===== src/rtl/calc_pkg.sv =====
// calc_pkg: shared key-entry states, default key codes and key classification
package calc_pkg;

   typedef enum logic [2:0] {
      IDLE,
      HAVE_A,
      WAIT_B,
      HAVE_B,
      EXEC,
      SHOW
   } key_state_t;

   localparam logic [3:0] KEY_PLUS = 4'hA;
   localparam logic [3:0] KEY_EQ   = 4'hB;
   localparam logic [3:0] KEY_CLR  = 4'hC;

   function automatic logic is_digit(input logic [3:0] code);
      return code <= 4'd9;
   endfunction

endpackage


===== src/rtl/bcd_key_sequencer.sv =====
// bcd_key_sequencer: collects A + B key entry, drives the BCD adder and latches its sum for display
module bcd_key_sequencer
   import calc_pkg::*;
#(
   parameter logic [3:0] KEY_PLUS = calc_pkg::KEY_PLUS,
   parameter logic [3:0] KEY_EQ   = calc_pkg::KEY_EQ,
   parameter logic [3:0] KEY_CLR  = calc_pkg::KEY_CLR
) (
   input  logic       Clk,
   input  logic       Reset,
   input  logic [3:0] KeyCode,
   input  logic       KeyValid,
   output logic       KeyReady,
   output logic [3:0] OpA,
   output logic [3:0] OpB,
   output logic       Add,
   input  logic [3:0] Result,
   input  logic       Carry,
   output logic [3:0] DispTens,
   output logic [3:0] DispOnes,
   output logic       DispValid,
   output logic       Error
);

   key_state_t state, n_state;
   logic [3:0] n_opa, n_opb, n_tens, n_ones;
   logic       n_add, n_valid, n_err;
   logic       key_fire, digit, plus, eq, clr, illegal;

   assign KeyReady = (state != EXEC);
   assign key_fire = KeyValid && KeyReady;
   assign digit    = is_digit(KeyCode);
   assign plus     = (KeyCode == KEY_PLUS);
   assign eq       = (KeyCode == KEY_EQ);
   assign clr      = (KeyCode == KEY_CLR);
   assign illegal  = !digit && !plus && !eq && !clr;

   // Next state and next register values: EXEC always captures the adder, otherwise decode the accepted key
   always_comb begin
      n_state = state;
      n_opa   = OpA;
      n_opb   = OpB;
      n_add   = 1'b0;
      n_tens  = DispTens;
      n_ones  = DispOnes;
      n_valid = DispValid;
      n_err   = Error;
      if (state == EXEC) begin
         n_ones  = Result;
         n_tens  = {3'b000, Carry};
         n_valid = 1'b1;
         n_state = SHOW;
      end else if (key_fire) begin
         if (clr) begin
            n_state = IDLE;
            n_opa   = 4'd0;
            n_opb   = 4'd0;
            n_tens  = 4'd0;
            n_ones  = 4'd0;
            n_valid = 1'b0;
            n_err   = 1'b0;
         end else if (illegal) begin
            n_err = 1'b1;
         end else begin
            case (state)
               IDLE: begin
                  if (digit) begin
                     n_opa   = KeyCode;
                     n_state = HAVE_A;
                  end else begin
                     n_err = 1'b1;
                  end
               end
               HAVE_A: begin
                  if (digit)     n_opa   = KeyCode;
                  else if (plus) n_state = WAIT_B;
                  else           n_err   = 1'b1;
               end
               WAIT_B: begin
                  if (digit) begin
                     n_opb   = KeyCode;
                     n_state = HAVE_B;
                  end else if (eq) begin
                     n_err = 1'b1;
                  end
               end
               HAVE_B: begin
                  if (digit) begin
                     n_opb = KeyCode;
                  end else if (eq) begin
                     n_add   = 1'b1;
                     n_state = EXEC;
                  end
               end
               SHOW: begin
                  if (digit) begin
                     n_opa   = KeyCode;
                     n_opb   = 4'd0;
                     n_valid = 1'b0;
                     n_state = HAVE_A;
                  end else if (plus) begin
                     n_opa   = DispOnes;
                     n_state = WAIT_B;
                  end else begin
                     n_add   = 1'b1;
                     n_state = EXEC;
                  end
               end
               default: n_state = IDLE;
            endcase
         end
      end
   end

   // State and all output registers; reset overrides an in-flight EXEC capture
   always_ff @(posedge Clk) begin
      if (Reset) begin
         state     <= IDLE;
         OpA       <= 4'd0;
         OpB       <= 4'd0;
         Add       <= 1'b0;
         DispTens  <= 4'd0;
         DispOnes  <= 4'd0;
         DispValid <= 1'b0;
         Error     <= 1'b0;
      end else begin
         state     <= n_state;
         OpA       <= n_opa;
         OpB       <= n_opb;
         Add       <= n_add;
         DispTens  <= n_tens;
         DispOnes  <= n_ones;
         DispValid <= n_valid;
         Error     <= n_err;
      end
   end

endmodule


===== config.mk =====
export PLATFORM = sky130hd
export DESIGN_NAME = bcd_key_sequencer
export DESIGN_NICKNAME = d
export VERILOG_FILES = /design/src/rtl/calc_pkg.sv /design/src/rtl/bcd_key_sequencer.sv
export SDC_FILE = /design/constraint.sdc
export NUM_CORES = 1
export LEC_CHECK = 0
export CAP_MARGIN = 0
export CORE_MARGIN = 2
export CORE_UTILIZATION = 51
export CTS_BUF_LIST = sky130_fd_sc_hd__clkbuf_8
export DETAILED_ROUTE_END_ITERATION = 7
export PLACE_DENSITY = 0.88
export SKIP_LAST_GASP = 1
export SYNTH_ARGS = -nofsm -noshare
export SYNTH_HDL_FRONTEND = slang
export SYNTH_SLANG_ARGS = --single-unit

===== constraint.sdc =====
create_clock -name Clk -period 2.2 [get_ports Clk]
set_input_delay 0.66 -clock Clk [delete_from_list [all_inputs] [get_ports Clk]]
set_output_delay 0.66 -clock Clk [all_outputs]
set_load 0.01 [all_outputs]

==> key figures <==
Synthesis
  • Asr flop ratio synth: 0
  • Synth Flop Type: dfxtp_1
  • Ranking of synthesized cells by area: dfxtp_1 30%, a21oi_1 5.1%, buf_4 4.1%
  • #FFs+latches synth: 19
  • Syn Area/Cell: 7.909 um2
  • Mapped Area: 1281 um2
  • Cell accounting for the most synthesized area: dfxtp_1
  • Ys Warns: 0
  • Post-synth EDFFs: 0
  • Sequential element share of the synthesized area: 0.2969
  • Most frequent cell after synthesis: dfxtp_1
  • Syn Inst Count: 162
  • Unique masters post-synth: 42
  • Top-area cell type share of the netlist area: 0.2969
  • Commonest cells in the netlist: 19 x dfxtp_1, 13 x a21oi_1, 13 x nand2_1, 11 x nor2_1, 8 x o21ai_0

Setup path
  • Top Family by Delay on Critical Path: buffers and inverters
  • Crit path arrival time: 2.31 ns
  • Crit path max fanout: 6
  • Worst EP required: 2.34 ns
  • CP startpoint kind: input port
  • Critical path buffer and inverter count: 2
  • Slowest cell on crit path: clkdlybuf4s50_1
  • Kind of critical path: input port to flop
  • Slowest cell delay on critical path: 0.52 ns
  • Crit. End Element: flop
  • Worst-path cell chain: clkdlybuf4s50_1 > buf_4 > nor3b_1 > o311ai_0 > mux2_2

Cells and area
  • Cell area after layout: 1785 um2
  • # nets final: 222
  • Filler Cells Inserted: 188
  • Cell Count, Final, Fillers Out: 239
  • Number of diodes: 0
  • Share of cells above drive strength 1: 0.1914
  • Util after Layout: 0.7341
  • Layout area overhead: 39.36%

Place
  • HPWL Detailed: 3.076 mm
  • Placed Instances: 234
  • DP Area: 1720 um2
  • Routability congestion estimate: 0.9929
  • Port Buffers: 28

Die
  • Core Region: 2432 um2
  • Die width: 54.12 um
  • # rows: 18
  • I/O Pins: 32
  • DIE AREA: 2929 um2
  • Die Ht: 54.12 um
  • Initial Utilization: 0.5267

Timing
  • Clk_skew: 0.001177 ns
  • Fin crit period: 2.166 ns
  • Final Hold Fails: 0
  • Post-route clock period utilization: 0.9844
  • F_max: 461.8 MHz
  • Fin. max-slew vios: 0
  • Final Setup Violations: 0
  • Setup tns final: 0 ns
  • Hold slack: 0.4574 ns
  • Unrepaired setup endpoints after global routing: no

Detailed routing
  • Iteration-0 DRC count of the detailed router: 71
  • Drt total wl: 4.025 mm
  • DR vias: 1,453
  • Vias per std cell: 6.079
  • Detailed-route wire length per cell: 16.84 um
  • TritonRoute pass-1 iters: 4
  • Routed Antenna Nets: 0
  • DRC Markers: 0

CTS
  • Clk slew on worst S/H paths: 0.07 ns
  • Clk root buf: clkbuf_8
  • Maximum clock path buffer count: 2
  • CTS Buf Count: 3
  • CTS tree: built
  • CTS sink count: 19
  • CTS HTree Levels: 1
  • Hold_buf cts: 0
  • Clock insertion delay at the later pin of the skew report: 0.25 ns

Power
  • P_leak: 0.0007265 uW
  • Maximum VDD drop: 518.1 uV
  • Power per cell area: 511.2 nW/um2

Worst hold path
  • Hold WC Path Type: flop to flop

GRT
  • Gr usage total: 0.3006
  • Largest net degree at the start of global routing: 14
  • Initial antenna violation count: 0
  • First-pass GRT wire length: 6.354 mm
  • Number of global-route vias before repair: 1,363
  • Total grt overflow: 0

Outcome
  • Status: completed

Job
  • # Max-Cap Violations: 0
[metrics by stage]
step	power, uW	setup slack, ns
6_report	912.7	0.03439
5_1_grt	958.7	0.0005291
4_1_cts	906.2	0.02254
3_5_place_dp	668.1	-0.2701
3_3_place_gp	661.0	-0.2439
2_1_floorplan	542.1	0.3243
[power breakdown]
| part | internal, uW | switching, uW |
|---|---|---|
| sequential | 365 | 13.2 |
| clock | 126 | 115 |
| combinational | 143 | 151 |
| total | 634 | 279 |
[sequential cells by signal, summed over array words and instances (netlist names)]
register / cells
DispTens: 1
OpA: 4
OpB: 4
Error: 1
Add: 1
DispValid: 1
DispOnes: 4
state: 3
[cell families after synthesis]
group           share of synthesized area
simple gates                       0.2842
compound gates                     0.2744
buf+inv                           0.08691
flops                              0.2969
mux                               0.04785
xor+xnor                         0.006837
other cells                      0.002927
[timing repair]
item | CTS | global route
buffers inserted | 1 | 0
cloned | 0 | 0
pin swaps | 1 | 0
resized for setup | 1 | 3
setup endpoints to repair | 3 | 3
[placed cells by master (no fill, tap or decap), types with 3 or more instances in the layout]
master / instances
conb_1: 3
nand4_1: 4
a21boi_0: 4
o31ai_1: 6
nand3_1: 4
a2bb2oi_1: 5
clkdlybuf4s50_1: 27
nand2_1: 12
inv_1: 5
and3_1: 4
clkbuf_8: 3
o211ai_1: 3
nor3b_1: 5
nor2b_1: 5
mux2i_1: 5
buf_4: 28
nor2_1: 11
o21ai_0: 8
a21oi_1: 13
dfxtp_1: 19
[cell type report]
type / instances / area (um2) / area share
clock buffers: 3 / 41.29 / 0.02313
clock inverters: 1 / 5.005 / 0.002803
inverters: 6 / 22.52 / 0.01261
multi-input cells: 124 / 809.5 / 0.4534
flip-flops and latches: 19 / 380.4 / 0.2130
well taps: 30 / 37.54 / 0.02102
repair buffers: 56 / 489.2 / 0.2740
[routing by layer]
| layer | share of wire | vias to the layer above | global-route usage |
|---|---|---|---|
| met4 | 0.018 | 0 | 0.1042 |
| li1 | - | 686 | - |
| met1 | 0.42 | 674 | 0.3889 |
| met3 | 0.080 | 8 | 0.04722 |
| met2 | 0.49 | 85 | 0.5020 |
| met5 | 0 | - | 0 |
[final timing paths]
kind | from | to | depth (start not counted) | slack, ns
setup / recovery | KeyCode[3] | Error$_SDFFE_PP0P_ | 5 | 0.03
hold / removal | OpA[1]$_SDFFE_PP0P_ | OpA[1]$_SDFFE_PP0P_ | 2 | 0.46
setup reg to reg | state[2]$_SDFFE_PP0P_ | Error$_SDFFE_PP0P_ | 5 | 0.49
hold reg to reg | OpA[1]$_SDFFE_PP0P_ | OpA[1]$_SDFFE_PP0P_ | 2 | 0.46
[worst reg2reg max path: stages (launching register included)]
cell and delay [ns]:
dfxtp_1 0.36, buf_4 0.21, or2_2 0.18, nor3b_1 0.05, o311ai_0 0.41, mux2_2 0.39
Power figures use the tool's default switching activity.
